**config.mk**
```make
export PLATFORM = sky130hd
export DESIGN_NAME = fir_out_reader
export DESIGN_NICKNAME = d
export VERILOG_FILES = /design/src/rtl/fir_out_reader.sv
export SDC_FILE = /design/constraint.sdc
export NUM_CORES = 1
export LEC_CHECK = 0
export CORE_ASPECT_RATIO = 0.7
export CORE_MARGIN = 2
export CORE_UTILIZATION = 48
export CTS_CLUSTER_SIZE = 30
export DETAILED_ROUTE_END_ITERATION = 8
export GPL_ROUTABILITY_DRIVEN = 1
export GPL_TIMING_DRIVEN = 0
export PLACE_DENSITY = 0.74
export SYNTH_ARGS = -nofsm -noshare
export SYNTH_HDL_FRONTEND = slang
export SYNTH_SLANG_ARGS = --single-unit
export TNS_END_PERCENT = 50
```
**constraint.sdc**
```tcl
create_clock -name clk -period 2.2 [get_ports clk]
set_input_delay 0.33 -clock clk [delete_from_list [all_inputs] [get_ports clk]]
set_output_delay 0.33 -clock clk [all_outputs]
set_load 0.005 [all_outputs]
```
**src/rtl/fir_out_reader.sv**
```systemverilog
// Capture side of the FIR datapath: decimated sampling of y into a FWFT FIFO with a
// valid/ready drain and a sticky overflow flag. Optional peak tracker: FIR_OUT_READER_PEAK_EN.
module fir_out_reader #(
  parameter int WIDTH = 8,
  parameter int DEPTH = 4,
  parameter int DECIM = 1
) (
  input  logic                       clk,
  input  logic                       rst_n,
  input  logic                       en,
  input  logic [WIDTH-1:0]           y_in,
  output logic [WIDTH-1:0]           out_data,
  output logic                       out_valid,
  input  logic                       out_ready,
  output logic [$clog2(DEPTH):0]     level,
  output logic                       overflow,
  input  logic                       clr_ovf
`ifdef FIR_OUT_READER_PEAK_EN
  ,
  output logic [WIDTH-1:0]           peak,
  input  logic                       clr_peak
`endif
);

  localparam int AW = $clog2(DEPTH);
  localparam int PW = AW + 1;
  localparam int LW = AW + 1;
  localparam int DW = (DECIM > 1) ? $clog2(DECIM) : 1;

  logic [DW-1:0]    dcnt;
  logic [PW-1:0]    wr_ptr, rd_ptr;
  logic [WIDTH-1:0] mem [DEPTH];
  logic             cap, empty, full, push, pop, drop;

  // Pointers carry one extra wrap bit so full and empty are distinguishable.
  assign empty = (wr_ptr == rd_ptr);
  assign full  = (wr_ptr[AW] != rd_ptr[AW]) && (wr_ptr[AW-1:0] == rd_ptr[AW-1:0]);

  assign cap  = en && (dcnt == '0);
  assign pop  = !empty && out_ready;
  assign push = cap && (!full || pop);
  assign drop = cap && full && !pop;

  assign out_valid = !empty;
  assign out_data  = empty ? '0 : mem[rd_ptr[AW-1:0]];

  // NOTE: sequential state uses non-blocking assignments so every register samples
  // pre-edge values; blocking here would create order-dependent simulation.
  always_ff @(posedge clk or negedge rst_n) begin
    if (!rst_n) begin
      dcnt <= '0;
    end else if (en) begin
      if (dcnt == DW'(DECIM - 1)) dcnt <= '0;
      else                        dcnt <= dcnt + DW'(1);
    end
  end

  // NOTE: the storage array is deliberately not reset; emptiness is tracked by the
  // pointers and out_data is forced to zero while empty, so stale words never show.
  always_ff @(posedge clk) begin
    if (push) mem[wr_ptr[AW-1:0]] <= y_in;
  end

  always_ff @(posedge clk or negedge rst_n) begin
    if (!rst_n) begin
      wr_ptr <= '0;
      rd_ptr <= '0;
      level  <= '0;
    end else begin
      if (push) wr_ptr <= wr_ptr + PW'(1);
      if (pop)  rd_ptr <= rd_ptr + PW'(1);
      case ({push, pop})
        2'b10:   level <= level + LW'(1);
        2'b01:   level <= level - LW'(1);
        default: level <= level;
      endcase
    end
  end

  // A drop coinciding with clr_ovf leaves the flag set.
  always_ff @(posedge clk or negedge rst_n) begin
    if (!rst_n)       overflow <= 1'b0;
    else if (drop)    overflow <= 1'b1;
    else if (clr_ovf) overflow <= 1'b0;
  end

`ifdef FIR_OUT_READER_PEAK_EN
  // Peak follows every capture, including ones the full FIFO drops.
  always_ff @(posedge clk or negedge rst_n) begin
    if (!rst_n) begin
      peak <= '0;
    end else if (cap) begin
      if (clr_peak || (y_in > peak)) peak <= y_in;
    end else if (clr_peak) begin
      peak <= '0;
    end
  end
`endif

endmodule

```
# Yosys cells after proc, flatten, opt, wreduce, memory -nomap -nowiden

Memories as Yosys holds them, arrays and structs flattened.
Index checks and enable logic that the tools add are counted.

Flip-flop bits (word level): 11
RAM bits: 32
Output and inout port bits: 13
Word-level logic and storage cells: 36
Memories kept: 1

Add/subtract/negate cells: 5
Equal/unequal tests: 5
Multiplexer cells: 7
Bitwise operators: 1
Reductions and logical operators: 12

Memories:

| memory | depth | width | read ports | clocked after Yosys merged registers in | write ports | RTL line | source |
|---|---|---|---|---|---|---|---|
| mem    | 4     | 8     | 1          | 0                                       | 1           | 32       | `logic [WIDTH-1:0] mem [DEPTH];` |

Operator list:

| kind                                                                   | number |
|---|---|
| 3-bit by 1-bit adder with 3-bit output (second input constant)         | 3 |
| 8-bit two-way mux                                                      | 1 |
| 1-bit logical AND                                                      | 6 |
| 3-bit one-hot mux with 2 select lines                                  | 1 |
| 1-bit two-way mux                                                      | 5 |
| 2-bit nonzero test                                                     | 2 |
| 3-bit equality test                                                    | 1 |
| 1-bit logical NOT                                                      | 3 |
| 3-bit by 1-bit subtractor with 3-bit output (second input constant)    | 1 |
| 2-bit by 1-bit equality test with 1-bit output (second input constant) | 1 |
| 2-bit equality test                                                    | 1 |
| 2-bit equality test (second input constant)                            | 1 |
| 1-bit adder (second input constant)                                    | 1 |
| 1-bit logical OR                                                       | 1 |
| 1-bit != test                                                          | 1 |
| 1-bit NOT                                                              | 1 |

# Longest topological paths before layout

Gate-level depths: netlist (run 1).

Depth after elaboration: 7
Depth in mapped cells: 9
Mapped depth without buffers: 8

# Worst setup path after synthesis (run 1)

Ideal clock, no wire load.

Kind: reg-to-reg
Start point: register rd_ptr[0]
End point: register level[1]
Library setup time: 0.138 ns
Arrival: 2.267 ns
Setup slack: -0.205 ns
Stages on the path, launching flop included: 9
Buffers on the path: 1
Cells stage by stage: dfrtp_1 > buf_6 > xor2_1 > o31ai_1 > nor2_1 > fa_1 > and3_1 > a222oi_1 > o21ai_0

Longest elaborated chain between the ends: 7

RTL lines:

| item                                                                                         | RTL line | source |
|---|---|---|
| start: declaration                                                                           | 31       | `logic [PW-1:0] wr_ptr, rd_ptr;` |
| start signal: assignment                                                                     | 71       | `if (pop) rd_ptr <= rd_ptr + PW'(1);` |
| 3-bit equality test / 2-bit equality test (equally long branches)                            | 36, 37   |  |
| 1-bit logical NOT / 1-bit logical AND (equally long branches)                                | 40, 37   |  |
| 1-bit logical AND / 1-bit logical NOT (equally long branches)                                | 40, 41   |  |
| 1-bit logical OR                                                                             | 41       | `assign push = cap && (!full \|\| pop);` |
| 1-bit logical AND                                                                            | 41       |  |
| 2-bit by 1-bit equality test with 1-bit output / 2-bit equality test (equally long branches) | 72       | `case ({push, pop})` |
| 3-bit one-hot mux with 2 select lines / 2-bit nonzero test (equally long branches)           | --       |  |
| end signal: assignment                                                                       | 73       | `2'b10: level <= level + LW'(1);` |
| end signal: assignment                                                                       | 74       | `2'b01: level <= level - LW'(1);` |
| end signal: assignment                                                                       | 75       | `default: level <= level;` |
| end: declaration                                                                             | 15       | `output logic [$clog2(DEPTH):0] level,` |

Several ways; a longest one is shown, not always the timed one.
A chain may end at the register's enable or synchronous reset.

# Worst setup path in the final report (run 1)

Ends and elaborated chain as after synthesis.

==> results.json, run 1 <==
{
  "via_per_inst": 5.54,
  "grtUsageTotal": 0.208,
  "vias": 1213,
  "portBuffers": 25,
  "syn_inst": 118,
  "grt_pass1_wl_mm": 6.52,
  "grt_max_degree": 13,
  "drc_errors": 0,
  "status": "finished with violations",
  "n_antenna_cell": 0,
  "htreeDepth": 2,
  "yosysUniqueCellTypes": 31,
  "clk_path_buf_depth": 2,
  "p_leak_nw": 0.966,
  "path_max_fanout": 5,
  "fin_nets": 185,
  "power_density_mw_per_mm2": 1550,
  "setup_viol": 3,
  "wl_met2_mm": 2.24,
  "synth_flop_cell": "edfxtp_1",
  "final_common_cell": "edfxtp_1",
  "routed.top_layer": "met4",
  "synth.avg_cell_area_um2": 16.0,
  "rows": 19,
  "holdCritPathClass": "in -> async",
  "drt_iter0_markers": 107,
  "timing.fmax_mhz": 425,
  "start_util": 0.492,
  "cts_inserted_buffers": 5,
  "dieArea_mm2": 0.00447,
  "grt_pass1_vias": 1252,
  "dpl-instance-area_mm2": 0.00224,
  "antenna_found_initial": 0,
  "nFillCells": 272,
  "reg2reg_to": "level[1]",
  "ys_seq_area_frac": 0.640,
  "path_clk_slew_ps": 80,
  "dr.pass1.iters": 4,
  "die_h_um": 56.5,
  "syn_area_mm2": 0.00189,
  "slew_headroom": 0.647,
  "clock_sinks": 42,
  "met3WireLength_um": 268,
  "final_area_mm2": 0.00260,
  "grt_setup_unrepaired": "true",
  "cp-start-kind": "flop",
  "core_area_mm2": 0.00385,
  "clock_skew_ps": 7.70,
  "pin_count": 26,
  "critical_path.slowest_cell": "dfrtp_2",
  "max_stage_delay_ps": 460,
  "violations": "setup timing",
  "fin_setup_tns_ps": -221,
  "dp_hpwl_mm": 2.47,
  "clk_latency_ps": 300,
  "synth-seq-cells": 42,
  "r2r_setup_slack_ps": -150,
  "die_w_um": 79.1,
  "crit_required_ps": 2370,
  "period_share": 1.07,
  "path_cells": "clkbuf_16, xor2_4, o31ai_4, nor2_2, fa_2, mux2i_1, nor2_1, a222oi_1, o21ai_1",
  "clock_tree.root_cell": "clkbuf_8",
  "final_cell_count_no_fill": 219,
  "path_class": "reg -> reg",
  "timing.rr.start": "rd_ptr[0]",
  "overflow": 0,
  "syn_to_final_growth_pct": 37.5,
  "max-cap-violations": 0,
  "gp_congestion": 0.829,
  "critical-path-top-delay-family": "compound AO/OA/AOI/OAI gates",
  "synthesis.nets": 137,
  "worst_pin_slew_ps": 523,
  "synth_edf_count": 32,
  "dp.cells": 195,
  "layout_setup_ws_ps": -153,
  "drv_slew": 0,
  "fin_crit_ps": 2350,
  "ff2ff_path_depth": 9,
  "wl_per_cell_um": 19.9,
  "hold_violations": 0,
  "wl_met1_mm": 1.75,
  "synth_async_sr_flop_share": 0.238,
  "yosysWarnings": 0,
  "ant_nets": 0,
  "arrival_ps": 2530,
  "drive_gt1_frac": 0.377,
  "final_cell_mix": "edfxtp_1, clkdlybuf4s50_1, buf_4, mux4_2, dfrtp_1",
  "cp-end-kind": "flop",
  "cts_tree": "yes",
  "vdd_drop_max_uv": 935,
  "crit_buf_inv": 1,
  "wirelength_mm": 4.35
}
-- cell families after synthesis --
kind of cell	Yosys count	synth area share
AOI/OAI and AO/OA	13	0.0496
buffers and inverters	9	0.0264
and+or+nand+nor	26	0.0747
DFF	42	0.640
xor gates and xnor gates	12	0.0555
adders and majority gates	6	0.0436
muxes	10	0.110
-- per-stage QoR --
stage | util | total power [W] | worst slack (ps) | hold WS, ps
after floorplan | - | 0.00223 | -73.6 | 34.4
after global placement | 0.583 | 0.00281 | -244 | 456
after detailed placement | 0.583 | 0.00290 | -297 | 456
after CTS | 0.658 | 0.00377 | -34.4 | 382
after global routing | 0.676 | 0.00423 | -174 | 384
final | 0.676 | 0.00403 | -153 | 367
-- flip-flops by register name, indices dropped and copies added, names as in the netlist --
name / cells
level: 3
mem: 32
overflow: 1
rd_ptr: 3
wr_ptr: 3
-- cells in the mapped netlist (3+ instances only) --
master,count,area (µm²)
nand2_1,4,15.0
dfrtp_1,10,250
xor2_1,5,43.8
ha_1,5,62.6
and2_1,12,75.1
xnor2_1,7,61.3
mux4_2,6,135
nor2_1,4,15.0
edfxtp_1,32,961
o21ai_0,3,15.0
inv_1,5,18.8
-- report_power, final --
part           internal (W)  total (W)  switching, W
combinational       0.00122    0.00221      0.000989
sequential          0.00109    0.00132      0.000227
clock              0.000256   0.000505      0.000250
-- layer usage --
metal	up-vias	global-route usage
met1	617	0.258
met5	-	0
li1	537	-
met4	0	0.0788
met2	46	0.347
met3	13	0.0611
-- final cells by class --
cell class,instances,area (µm²),share of cell area
sequential,42,1210,0.467
multi-input combinational,67,778,0.299
timing repair buffer,42,397,0.152
clock buffer,8,90.1,0.0346
tap,52,65.1,0.0250
buffer,3,40.0,0.0154
inverter,5,18.8,0.00721
-- worst max path at each step --
stage | from | endpoint | slack (ps) | cells past startpoint
after global placement | en | mem[3][3] | -240 | 5
after floorplan | rd_ptr[0] | level[1] | -70 | 8
final | rd_ptr[0] | level[1] | -150 | 9
after detailed placement | en | mem[3][5] | -300 | 5
after global routing | rd_ptr[0] | level[1] | -170 | 9
after CTS | rd_ptr[0] | level[1] | -30 | 8
-- timing repair --
item / in CTS / in global routing
gates resized for setup: 31 / 20
setup endpoints to repair: 27 / 34
cloned: 1 / 0
hold buffers: 0 / 0
pin swaps: 7 / 8
setup buffers: 11 / 5
Power figures use the tool's default switching activity.
==> run 2, diff against run 1 <==
- CAP_MARGIN: not set -> 15
==> results of run 2 <==
Same layout as run 1: the final DEF is identical, and so are final timing and power.
